[config.mk]
export PLATFORM = sky130hd
export DESIGN_NAME = mealy_1010_frame_tx
export DESIGN_NICKNAME = d
export VERILOG_FILES = /design/src/rtl/seq1010_pkg.sv /design/src/rtl/seq1010_next_state.sv /design/src/rtl/mealy_1010_frame_tx.sv
export SDC_FILE = /design/constraint.sdc
export NUM_CORES = 1
export LEC_CHECK = 0
export CORE_UTILIZATION = 40
export CTS_CLUSTER_SIZE = 24
export DETAILED_ROUTE_END_ITERATION = 16
export MAX_ROUTING_LAYER = met4
export SYNTH_ARGS = -nofsm -noshare
export SYNTH_HDL_FRONTEND = slang
export SYNTH_SLANG_ARGS = --single-unit
[constraint.sdc]
create_clock -name Clk -period 2.2 [get_ports Clk]
set_input_delay 0.33 -clock Clk [delete_from_list [all_inputs] [get_ports Clk]]
set_output_delay 0.33 -clock Clk [all_outputs]
set_load 0.02 [all_outputs]
[src/rtl/seq1010_pkg.sv]
// Shared definitions for the 1010 sync link: detector state encoding, sync word
// and the transmitter's frame phases.
package seq1010_pkg;

    typedef enum logic [1:0] {
        S0   = 2'd0,
        S1   = 2'd1,
        S10  = 2'd2,
        S101 = 2'd3
    } det_state_e;

    localparam logic [3:0] SYNC_WORD = 4'b1010;

    typedef enum logic [2:0] {
        IDLE = 3'd0,
        SYNC = 3'd1,
        DATA = 3'd2,
        TAIL = 3'd3,
        GAP  = 3'd4
    } tx_state_e;

endpackage

[src/rtl/seq1010_next_state.sv]
// Next-state function of the non-overlapping 1010 Mealy detector.
// A hit (S101 with a '0') returns to S0, so matches never overlap.
module seq1010_next_state
    import seq1010_pkg::*;
(
    input  det_state_e state_i,
    input  logic       bit_i,
    output det_state_e state_o
);

    always_comb begin
        state_o = S0;
        unique case (state_i)
            S0:   state_o = bit_i ? S1   : S0;
            S1:   state_o = bit_i ? S1   : S10;
            S10:  state_o = bit_i ? S101 : S0;
            S101: state_o = bit_i ? S1   : S0;
            default: state_o = S0;
        endcase
    end

endmodule

[src/rtl/mealy_1010_frame_tx.sv]
// Serial frame transmitter: 1010 sync, bit-stuffed MSB-first payload, optional
// tail stuff bit and a forced-zero gap, one bit per clock on a registered OP.
module mealy_1010_frame_tx
    import seq1010_pkg::*;
#(
    parameter int DATA_W  = 8,
    parameter int GAP_MIN = 2
) (
    input  logic              Clk,
    input  logic              Rst,
    input  logic [DATA_W-1:0] In_Data,
    input  logic              In_Valid,
    output logic              In_Ready,
    output logic              OP,
    output logic              Tx_Busy,
    output logic              Stuff
);

    localparam int BIT_CNT_W = $clog2(DATA_W + 1);
    localparam int PH_MAX    = (GAP_MIN > 4) ? GAP_MIN : 4;
    localparam int PH_CNT_W  = $clog2(PH_MAX + 1);

    // State describes the bit currently on OP; ph_cnt counts sync/gap bits already driven.
    tx_state_e             state_q, state_d;
    logic [DATA_W-1:0]     data_q, data_d;
    logic [BIT_CNT_W-1:0]  bit_cnt_q, bit_cnt_d;
    logic [PH_CNT_W-1:0]   ph_cnt_q, ph_cnt_d;
    det_state_e            shadow_q, shadow_d;
    logic                  op_q, op_d;
    logic                  stuff_q, stuff_d;

    det_state_e shadow_adv;
    logic       last_done;
    logic       sync_last;
    logic [1:0] sync_idx;
    tx_state_e  step_state;
    logic       step_op;
    logic       step_stuff;
    logic       step_consume;

    seq1010_next_state u_shadow_ns (
        .state_i (shadow_q),
        .bit_i   (data_q[DATA_W-1]),
        .state_o (shadow_adv)
    );

    assign last_done = (bit_cnt_q == BIT_CNT_W'(DATA_W));
    assign sync_last = (state_q == SYNC) && (ph_cnt_q == PH_CNT_W'(4));
    assign sync_idx  = 2'(3 - int'(ph_cnt_q));

    // Choice of the next bit once the sync word is out: stuff, payload, or leave DATA.
    always_comb begin
        step_state   = DATA;
        step_op      = 1'b0;
        step_stuff   = 1'b0;
        step_consume = 1'b0;
        if (shadow_q == S101) begin
            step_op    = 1'b1;
            step_stuff = 1'b1;
            step_state = last_done ? TAIL : DATA;
        end else if (last_done) begin
            step_state = GAP;
        end else begin
            step_op      = data_q[DATA_W-1];
            step_consume = 1'b1;
        end
    end

    always_comb begin
        state_d   = state_q;
        data_d    = data_q;
        bit_cnt_d = bit_cnt_q;
        ph_cnt_d  = ph_cnt_q;
        shadow_d  = shadow_q;
        op_d      = 1'b0;
        stuff_d   = 1'b0;

        case (state_q)
            IDLE: begin
                if (In_Valid) begin
                    state_d   = SYNC;
                    data_d    = In_Data;
                    bit_cnt_d = '0;
                    ph_cnt_d  = PH_CNT_W'(1);
                    shadow_d  = S0;
                    op_d      = SYNC_WORD[3];
                end
            end
            SYNC: begin
                if (!sync_last) begin
                    ph_cnt_d = ph_cnt_q + PH_CNT_W'(1);
                    op_d     = SYNC_WORD[sync_idx];
                end
            end
            TAIL: begin
                state_d  = GAP;
                ph_cnt_d = PH_CNT_W'(1);
            end
            GAP: begin
                if (ph_cnt_q == PH_CNT_W'(GAP_MIN)) begin
                    state_d  = IDLE;
                    ph_cnt_d = '0;
                end else begin
                    ph_cnt_d = ph_cnt_q + PH_CNT_W'(1);
                end
            end
            default: ;
        endcase

        if (state_q == DATA || sync_last) begin
            state_d = step_state;
            op_d    = step_op;
            stuff_d = step_stuff;
            if (step_stuff) begin
                shadow_d = S1;
            end
            if (step_consume) begin
                shadow_d  = shadow_adv;
                data_d    = data_q << 1;
                bit_cnt_d = bit_cnt_q + BIT_CNT_W'(1);
            end
            if (step_state == GAP) begin
                ph_cnt_d = PH_CNT_W'(1);
            end
        end
    end

    always_ff @(posedge Clk or negedge Rst) begin
        if (!Rst) begin
            state_q   <= IDLE;
            data_q    <= '0;
            bit_cnt_q <= '0;
            ph_cnt_q  <= '0;
            shadow_q  <= S0;
            op_q      <= 1'b0;
            stuff_q   <= 1'b0;
        end else begin
            state_q   <= state_d;
            data_q    <= data_d;
            bit_cnt_q <= bit_cnt_d;
            ph_cnt_q  <= ph_cnt_d;
            shadow_q  <= shadow_d;
            op_q      <= op_d;
            stuff_q   <= stuff_d;
        end
    end

    assign OP       = op_q;
    assign Stuff    = stuff_q;
    assign Tx_Busy  = (state_q != IDLE);
    assign In_Ready = (state_q == IDLE);

endmodule

==> qor.csv, run 1 <==
stage;metric;value;unit
logic_synthesis;yosys_warnings;0;
pwr;power_leakage;0.000715;uW
clock_network;holdBufCountCts;0;
logic_synthesis;postSynthAreaPerCell;9.93;um^2
final_layout;fillers;298;
place;placed_cells;192;
final_layout;syn_to_final_growth;16.6;%
worst_setup_path;r2r_end;data_q[3];
clock_network;htree_levels;1;
pwr;swShare;41.0;%
grt;antenna_found_initial;0;
worst_setup_path;worst-setup-path-type;reg -> out;
place;dp_worst_setup_slack;308;ps
worst_setup_path;cp-end-kind;output pin;
clock_network;clock_insertion_delay_worst_skew;290;ps
sta;hold_viol;0;
worst_setup_path;critical_path_max_stage_delay;530;ps
sta;worst_slack;121;ps
logic_synthesis;netlist_instances;135;
sta;finalHoldWorstSlack;373;ps
worst_hold_path;hold_class;in -> async;
logic_synthesis;ys_ff_latch;22;
clock_network;tritoncts_clock_tree;yes;
route;route.antenna.remaining_nets;0;
floorplan;core-area;0.00313;mm^2
pwr;pwr-share-comb;51.3;%
place;place.detailed.hpwl;2.04;mm
place;portBuffers;14;
floorplan;floorplan.die.width;59.9;um
sta;worst_slew_pin_slew;526;ps
worst_setup_path;cell_type_of_the_slowest_stage_on_the_worst_timing_path;dfrtp_1;
status;status;finished clean;
final_layout;antenna_cells_inserted;0;
worst_setup_path;timing.critical_path.buf_inv;2;
clock_network;numCtsBuffers;3;
sta;skew;1.61;ps
worst_setup_path;timing.reg2reg.setup_slack;280;ps
final_layout;leading_cell_types_in_the_layout_fill_and_taps_excluded;dfrtp_1 (22), nand2_1 (14), clkdlybuf4s50_1 (13), inv_1 (9), and3_1 (8);
clock_network;cts-root-to-sink-buffers;2;
sta;min_period_over_period;94.5;%
route;drc;0;
clock_network;cts_root_buffer;clkbuf_4;
worst_setup_path;worstRegToRegCells;6;
final_layout;stdcell_count;195;
logic_synthesis;synth_nets;151;
pwr;p_per_area;1200;mW/mm^2
sta;timing.final.crit_period;2080;ps
floorplan;dieHeight;59.9;um
run;maxCapViolations;0;
sta;max_clock_freq;0.481;GHz
route;drt-wirelength-per-cell;14.1;um
worst_setup_path;worstPathArrival;1750;ps
grt;pin_count_of_the_biggest_net_entering_global_routing;23;
pwr;cell_internal_pwr;1110;uW
sta;rsz0062_at_grt;no;
route;drtPass1Iterations;5;
sta;final_max_slew_viols;0;
pwr;power_switching;771;uW
pwr;power.share.sequential;39.7;%
floorplan;number_of_rows_in_the_core_area;20;
route;drt-total-wl;2.76;mm
floorplan;initial_core_utilization;42.8;%
worst_setup_path;timing.critical_path.from_type;register;
grt;via_count_of_the_first_global_routing_pass;994;
final_layout;drive_gt1_share;13.9;%
worst_setup_path;crit_path_cell_trace;nor3_2 -> inv_1 -> clkdlybuf4s50_1;
clock_network;cts_resized;0;
route;viasPerCell;5.40;
sta;report.final.setup_viol;0;
floorplan;design.die.area;0.00359;mm^2
final_layout;final_stage_net_count;169;
pwr;vdd_drop_max;0.486;mV
final_layout;mostFrequentLayoutCell;dfrtp_1;
worst_setup_path;timing.critical_path.fanout_max;10;
clock_network;path_clk_slew;100;ps
grt;aggregate_global_route_resource_usage;18.1;%
route;detailroute.via_count;1053;
place;place_congestion;0.850;
clock_network;clock-sinks;22;
final_layout;multi_input_comb_area;713;um^2
worst_setup_path;data_required_critical_path;1870;ps
logic_synthesis;yosysSeqAreaShare;41.1;%
final_layout;register_area;551;um^2
pwr;clkPwrFrac;9.0;%
logic_synthesis;syn-cell-area;0.00134;mm^2
route;drtIter0Drc;60;
worst_setup_path;crit_family;buffers and inverters;
clock_network;postCtsSetupRepairBufs;0;
grt;globalRouteOverflowTotal;0;
worst_setup_path;worst_r2r_startpoint;ph_cnt_q[0];
floorplan;pin_count;15;
grt;grt_pass1_wl;4.63;mm
logic_synthesis;synthDistinctLibCells;45;
sta;fin_tns_setup;0;ps
sta;relSlewSlack;64.8;%
[metal layers]
metal  wire (um)  GRT usage, %  vias to the layer above
li1            -             -                      522
met1        1370          24.9                      507
met2        1250          26.0                       19
met3          91          4.55                        5
met4          43          5.98                        0
met5           0             -                        -
[cell families (layout without fill, tap and decap cells)]
logic type / count (synthesis) / count (layout) / synth area share [%]
mux: 5 / 5 / 3.92
compound gates: 37 / 37 / 22.1
flops: 22 / 22 / 41.1
xor+xnor: 1 / 1 / 0.654
fa+ha+maj: 5 / 5 / 4.67
buf+inv: 16 / 32 / 5.70
simple gates: 49 / 49 / 21.8
[stage by stage]
stage	total power (uW)	utilization [%]	area, um^2
2_1_floorplan	1450	-	1340
3_3_place_gp	1700	49.2	1540
3_5_place_dp	1720	49.2	1540
4_1_cts	1900	49.9	1560
5_1_grt	2040	50.0	1560
6_report	1880	50.0	1560
[flip-flops by register name, summed over array words and instances (netlist names)]
signal / flops
OP: 1
Stuff: 1
bit_cnt_q: 4
data_q: 8
ph_cnt_q: 3
shadow_q: 2
state_q: 3
[worst reg2reg max path: cells and delay by family, from the launching register on]
kind | cells | cell delay [ps]
AOI/OAI and AO/OA | 3 | 770
DFF | 1 | 450
adders and majority gates | 1 | 300
and+or+nand+nor | 1 | 170
buffers and inverters | 1 | 120
[power groups by stage]
stage                     Sequential (uW)  Combinational [uW]  Clock, uW
after floorplan                       698                 752          0
after detailed placement              752                 966          0
after global routing                  773                1080        193
after global placement                748                 956          0
final                                 748                 965        169
after CTS                             745                 969        181
[cell type report]
| cell class | count | share of cell area [%] |
|---|---|---|
| multi-input cells | 97 | 45.6 |
| flip-flops and latches | 22 | 35.2 |
| repair buffers | 20 | 12.0 |
| well taps | 44 | 3.52 |
| inverters | 9 | 2.16 |
| clock buffers | 3 | 1.44 |
[synthesized netlist by cell type (all sizes together)]
cell type  instances  share of area, %
o22ai              1              0.47
nor2b              1              0.47
buf                6               2.9
a2111oi            1               1.1
a21o               1              0.56
nand3              3               1.9
nor3               2               1.1
nand2b             3               1.6
a22o               1              0.65
inv                9               2.5
xor2               1              0.65
a221o              7               5.2
o211ai             1              0.56
ha                 5               4.7
and3b              1              0.65
nand4b             1               1.8
and2               3               1.6
mux2i              3               2.2
a32oi              1              0.65
a31oi              1              0.47
or3                2              0.93
a21oi              8               3.3
a211oi             1               1.5
o21ai              4               1.5
o21a               1              0.56
o21bai             1              0.56
and3               8               3.7
nor2               7               2.0
mux2               2               1.7
o221ai             1              0.65
a211o              2               1.3
dfrtp             22                41
a41oi              1              0.65
clkbuf             1              0.28
o31ai              3               1.7
nand2             14               3.9
nand3b             4               2.2
o21ba              1              0.75
[worst max path at each step]
stage	startpoint	endpoint	slack, ps	depth (start not counted)
floorplan	ph_cnt_q[0]	data_q[7]	450	6
global placement	In_Valid	shadow_q[1]	320	5
detailed placement	ph_cnt_q[0]	data_q[1]	310	6
CTS	state_q[0]	In_Ready	20	2
global route	state_q[0]	Tx_Busy	20	3
finish	state_q[0]	Tx_Busy	120	3
Power figures use the tool's default switching activity.
==> inputs of run 2 (changes only) <==
- ABC_CLOCK_PERIOD_IN_PS: not set -> 2200
==> results of run 2 <==
Final layout, timing and power as in run 1 (identical DEF).
==> inputs of run 3 (changes only) <==
- TNS_END_PERCENT: not set -> 100
==> results of run 3 <==
Final layout, timing and power as in run 1 (identical DEF).
